--- src/rtl/pong_pkg.sv ---
// Shared Pong timing constants and the frame scheduler state encoding.
package pong_pkg;

  localparam int H_ACTIVE = 640;
  localparam int V_ACTIVE = 480;
  localparam int H_TOTAL  = 800;
  localparam int V_TOTAL  = 525;

  typedef enum logic [1:0] {
    IDLE = 2'd0,
    REQ  = 2'd1,
    WAIT = 2'd2,
    NEXT = 2'd3
  } sched_state_t;

endpackage

--- src/rtl/frame_event_detect.sv ---
// Scan-position strobes for blanking/active start and the frame divider.
module frame_event_detect #(
  parameter int V_ACTIVE  = pong_pkg::V_ACTIVE,
  parameter int FRAME_DIV = 1
) (
  input  logic       clk,
  input  logic       rst,
  input  logic       pixel_tick,
  input  logic [9:0] pixel_x,
  input  logic [9:0] pixel_y,
  input  logic       enable,
  output logic       fev,
  output logic       aev,
  output logic       launch
);

  logic [7:0] div;
  logic       line_start;
  logic       div_hit;

  // x==0 spans several clocks; the tick makes each strobe one clock wide
  assign line_start = pixel_tick && (pixel_x == 10'd0);
  assign fev        = line_start && (pixel_y == 10'(V_ACTIVE));
  assign aev        = line_start && (pixel_y == 10'd0);
  assign div_hit    = (div == 8'(FRAME_DIV - 1));
  assign launch     = fev && enable && div_hit;

  always_ff @(posedge clk or posedge rst) begin
    if (rst) begin
      div <= '0;
    end else if (fev && enable) begin
      div <= div_hit ? 8'd0 : div + 8'd1;
    end
  end

endmodule

--- src/rtl/frame_update_scheduler.sv ---
// Once-per-frame req/ack sequencer that updates game objects during
// vertical blanking, with timeout and overrun flags.
module frame_update_scheduler #(
  parameter int N_OBJ     = 3,
  parameter int V_ACTIVE  = pong_pkg::V_ACTIVE,
  parameter int TIMEOUT   = 1023,
  parameter int FRAME_DIV = 1
) (
  input  logic             clk,
  input  logic             rst,
  input  logic             pixel_tick,
  input  logic [9:0]       pixel_x,
  input  logic [9:0]       pixel_y,
  input  logic             enable,
  input  logic             clr_err,
  input  logic [N_OBJ-1:0] upd_ack,
  output logic [N_OBJ-1:0] upd_req,
  output logic             upd_busy,
  output logic             frame_done,
  output logic [15:0]      frame_cnt,
  output logic             timeout_err,
  output logic             overrun
);

  import pong_pkg::*;

  localparam int IW = (N_OBJ > 1) ? $clog2(N_OBJ) : 1;
  localparam int TW = $clog2(TIMEOUT + 1);

  sched_state_t  state;
  logic [IW-1:0] idx;
  logic [TW-1:0] tcnt;
  logic          fev;
  logic          aev;
  logic          launch;
  logic          last;

  assign last = (idx == IW'(N_OBJ - 1));

  frame_event_detect #(
    .V_ACTIVE  (V_ACTIVE),
    .FRAME_DIV (FRAME_DIV)
  ) u_fed (
    .clk        (clk),
    .rst        (rst),
    .pixel_tick (pixel_tick),
    .pixel_x    (pixel_x),
    .pixel_y    (pixel_y),
    .enable     (enable),
    .fev        (fev),
    .aev        (aev),
    .launch     (launch)
  );

  always_ff @(posedge clk or posedge rst) begin
    if (rst) begin
      frame_cnt <= '0;
    end else if (fev && enable) begin
      frame_cnt <= frame_cnt + 16'd1;
    end
  end

  // tcnt counts every cycle the current req is high, REQ included
  always_ff @(posedge clk or posedge rst) begin
    if (rst) begin
      state       <= IDLE;
      idx         <= '0;
      tcnt        <= '0;
      upd_req     <= '0;
      upd_busy    <= 1'b0;
      frame_done  <= 1'b0;
      timeout_err <= 1'b0;
      overrun     <= 1'b0;
    end else begin
      frame_done <= 1'b0;
      if (clr_err) begin
        timeout_err <= 1'b0;
        overrun     <= 1'b0;
      end
      if (aev && state != IDLE) begin
        overrun  <= 1'b1;
        upd_req  <= '0;
        upd_busy <= 1'b0;
        tcnt     <= '0;
        state    <= IDLE;
      end else begin
        unique case (state)
          IDLE: begin
            if (launch) begin
              idx      <= '0;
              upd_req  <= N_OBJ'(1);
              upd_busy <= 1'b1;
              state    <= REQ;
            end
          end
          REQ: begin
            tcnt  <= tcnt + TW'(1);
            state <= WAIT;
          end
          WAIT: begin
            if (upd_ack[idx]) begin
              upd_req <= '0;
              state   <= NEXT;
            end else if (tcnt >= TW'(TIMEOUT - 1)) begin
              timeout_err <= 1'b1;
              upd_req     <= '0;
              state       <= NEXT;
            end else begin
              tcnt <= tcnt + TW'(1);
            end
          end
          NEXT: begin
            tcnt <= '0;
            if (last) begin
              frame_done <= 1'b1;
              upd_busy   <= 1'b0;
              state      <= IDLE;
            end else begin
              idx     <= idx + IW'(1);
              upd_req <= N_OBJ'(1) << (idx + IW'(1));
              state   <= REQ;
            end
          end
          default: state <= IDLE;
        endcase
      end
    end
  end

endmodule

--- config.mk ---
export PLATFORM = sky130hd
export DESIGN_NAME = frame_update_scheduler
export DESIGN_NICKNAME = d
export VERILOG_FILES = /design/src/rtl/pong_pkg.sv /design/src/rtl/frame_event_detect.sv /design/src/rtl/frame_update_scheduler.sv
export SDC_FILE = /design/constraint.sdc
export NUM_CORES = 1
export LEC_CHECK = 0
export CORE_ASPECT_RATIO = 1.5
export CORE_UTILIZATION = 50
export CTS_BUF_LIST = sky130_fd_sc_hd__clkbuf_4
export DETAILED_ROUTE_END_ITERATION = 6
export MAX_ROUTING_LAYER = met4
export PLACE_DENSITY = 0.75
export SLEW_MARGIN = 5
export SYNTH_ARGS = -nofsm -noshare
export SYNTH_HDL_FRONTEND = slang
export SYNTH_SLANG_ARGS = --single-unit
--- constraint.sdc ---
create_clock -name clk -period 4.3 [get_ports clk]
set_input_delay 0.86 -clock clk [delete_from_list [all_inputs] [get_ports clk]]
set_output_delay 0.86 -clock clk [all_outputs]
set_load 0.02 [all_outputs]
==> metrics.txt <==
average size of a mapped cell=9.90 sq um; sw frac=39.9%; clock root buffer=clkbuf_4; Final Critical Period=3030 ps; post-route cell area=3230 sq um; status=completed; antenna-violating nets left=0; Async S/R FF share, synth=100%; Synth Register Bits=45; ANT cells=0; Final Cycle Share=70.5%; Fill cells=420; final core occ=65.5%; post-synthesis cell type count=54; Worst VDD drop=0.000300 V; Setup Skew=12.2 ps; die area=5490 sq um; final slew viol count=0; share of power burned in registers=41.4%; NumNets Final=356; post-route setup TNS=0 ps; endpoint type of the worst setup path=flip-flop; post-CTS sizing=0; Max Buffers Root-to-Sink=2; Worst-Margin Slew=867 ps; area share of the largest cell type after synthesis=43.4%; worst slack at placement=900 ps; Leak Pwr=1.32 nW; worst hold-check path type=reg -> reg; switching power=0.519 mW; routed len/inst=15.9 microns; gr ovfl total=0; routability cong.=0.859; Initial Util=52.7%; hold path start=frame_cnt[15]$_DFFE_PP0P_; Worst R2R Start=tcnt[0]$_DFFE_PP0P_; RSZ-0062 raised after global routing=no; CP Launch Type=input pin; die width=60.8 microns; share of cells above drive strength 1=5.38%; post-place instance area=3170 sq um; flop2flop setup slack=1740 ps; cell count after synthesis=262; Max-slew headroom=41.7%; reg-to-reg endpoint=tcnt[6]$_DFFE_PP0P_; Setup CP Type=in -> reg; vias in the first global route=2147; Hold Path End=frame_cnt[15]$_DFFE_PP0P_; Worst-Skew Late Latency=370 ps; post-route setup slack=1270 ps; Comb pwr share=42.3%; htree depth=2; Vias/cell=5.80; routed wire length=6070 microns; dpl hpwl=4620 microns; Int Pwr=0.780 mW; top cells by area, synth=dfrtp_1 (43%), xnor2_1 (6.8%), ha_1 (6.3%), nand3_1 (3.5%), nand4_1 (3.4%); post-synthesis sequential area ratio=43.4%; synthesis-to-layout area growth=24.3%; Iter 0 DRT Violations=90; core area=4930 sq um; Non-Filler Instances=382; clock power share=16.4%; Vias=2217; largest net degree at the start of global routing=46; pwr dens=403 nW/um^2; CP max FO=8; GR Util All Layers=24.5%; worst hold stages=1; FF-to-FF path depth=7; port bufs=50; top cell type by total area after synthesis=dfrtp_1; initial antenna violation count=0; std cell rows=31; IO Pins=51; # Post-CTS Setup Buffers=0; number of flops mapped to enable cells by yosys=0; clk slew on worst S/H paths=140 ps; total power=1.30 mW; synthesized area=2590 sq um; Top FF cell, synth=dfrtp_1; CTS tree=yes; clk sink count=45; final hold viol count=0; CTS hold repair buffers=0; # DRC=0; Synthesized Nets=303; hold_ws=484 ps; max-cap viol count=0; 1st-pass router iterations=6; die height=90.2 microns; Fmax=330 MHz; Final setup viols=0; first-pass GRT wire length=9930 microns; placed insts=374; endpoint arrival time on the critical path=3290 ps; CP Data Required Time=4560 ps; CTS buffer count=5; yosys warns=0
## flip-flops by register name (all words and copies together) (netlist names), 2 cells and up
signal and count:
u_fed.div 8, tcnt 10, frame_cnt 16, idx 2
upd_req 3, state 2
## metal layers
layer / track usage, % / part of all wire (%) / wire [microns]
met1: 28.1 / 39 / 2390
met3: 3.74 / 3.8 / 231
met4: 9.47 / 2.8 / 172
met5: - / 0 / 0
met2: 41.4 / 54 / 3280
## placed cells by master, fill, tap and decap left out, types with 2 or more instances in the layout
| cell type | count |
|---|---|
| nor4_1 | 3 |
| ha_1 | 13 |
| buf_4 | 3 |
| clkbuf_4 | 5 |
| a221o_1 | 2 |
| nand4_1 | 14 |
| nand3_1 | 18 |
| a31oi_1 | 4 |
| nand2_1 | 17 |
| nor3_1 | 7 |
| a32o_1 | 2 |
| o21ai_0 | 10 |
| and4_1 | 2 |
| and3_1 | 10 |
| inv_1 | 16 |
| o211ai_1 | 4 |
| clkdlybuf4s50_1 | 50 |
| o2bb2ai_1 | 2 |
| or4_1 | 2 |
| xnor2_1 | 20 |
| and2_1 | 7 |
| or3_1 | 2 |
| nand2b_1 | 3 |
| o22ai_1 | 2 |
| a21oi_1 | 5 |
| nor4_2 | 2 |
| dfrtp_1 | 45 |
| o32ai_1 | 2 |
| a22o_1 | 4 |
| mux2i_1 | 2 |
| nor4b_1 | 2 |
| nor2_1 | 10 |
## cell usage after synthesis, drive strengths merged, types with 3 or more instances
cell type  instances
inv               17
nand2b             3
a31oi              4
nand2             17
nor4               6
clkbuf             5
xnor2             20
nand4             14
or4                3
nor2              10
a22o               4
o21ai             10
ha                13
and3              10
nand3             18
dfrtp             45
and2               7
a21oi              5
o211ai             4
nor3               7
## worst max path at each step
stage / end / start / slack [ps] / cells past startpoint
2_1_floorplan: idx[0]$_DFFE_PP0P_ / pixel_x[1] / 1450 / 5
4_1_cts: idx[0]$_DFFE_PP0P_ / pixel_y[9] / 1280 / 6
6_report: idx[0]$_DFFE_PP0P_ / pixel_y[9] / 1270 / 6
5_1_grt: idx[0]$_DFFE_PP0P_ / pixel_y[9] / 1110 / 6
3_3_place_gp: idx[0]$_DFFE_PP0P_ / pixel_y[9] / 840 / 6
3_5_place_dp: idx[0]$_DFFE_PP0P_ / pixel_y[9] / 900 / 6
## cells by family (layout without fill, tap and decap cells)
group	after synthesis	in the layout	share of synthesized area, %
adders and majority gates	13	13	6.27
AOI/OAI and AO/OA	52	52	14.8
and+or+nand+nor	104	104	23.2
muxes	4	4	1.78
buffers and inverters	24	78	3.76
DFF	45	45	43.4
xor gates and xnor gates	20	20	6.75
## critical path, cell delays in order
cell	delay (ps)
clkdlybuf4s50_1	470
nor4b_1	260
nand4_1	320
o41a_1	580
or4b_1	520
mux2_4	270
## power groups by stage
| stage | logic (mW) | registers (mW) | clock network, mW |
|---|---|---|---|
| after detailed placement | 0.547 | 0.544 | 0 |
| after CTS | 0.550 | 0.536 | 0.217 |
| after floorplan | 0.375 | 0.545 | 0 |
| final | 0.549 | 0.537 | 0.213 |
| after global placement | 0.541 | 0.543 | 0 |
| after global routing | 0.607 | 0.547 | 0.234 |
## final cells by class
| type | count | area (sq um) | area share [%] |
|---|---|---|---|
| Clock buffer | 5 | 37.5 | 1.16 |
| Multi-Input combinational cell | 193 | 1370 | 42.5 |
| Tap cell | 66 | 82.6 | 2.56 |
| Inverter | 17 | 63.8 | 1.98 |
| Clock inverter | 3 | 21.3 | 0.659 |
| Sequential cell | 45 | 1130 | 34.9 |
| Timing Repair Buffer | 53 | 523 | 16.2 |
No activity file was read; power rests on OpenSTA's default activity.
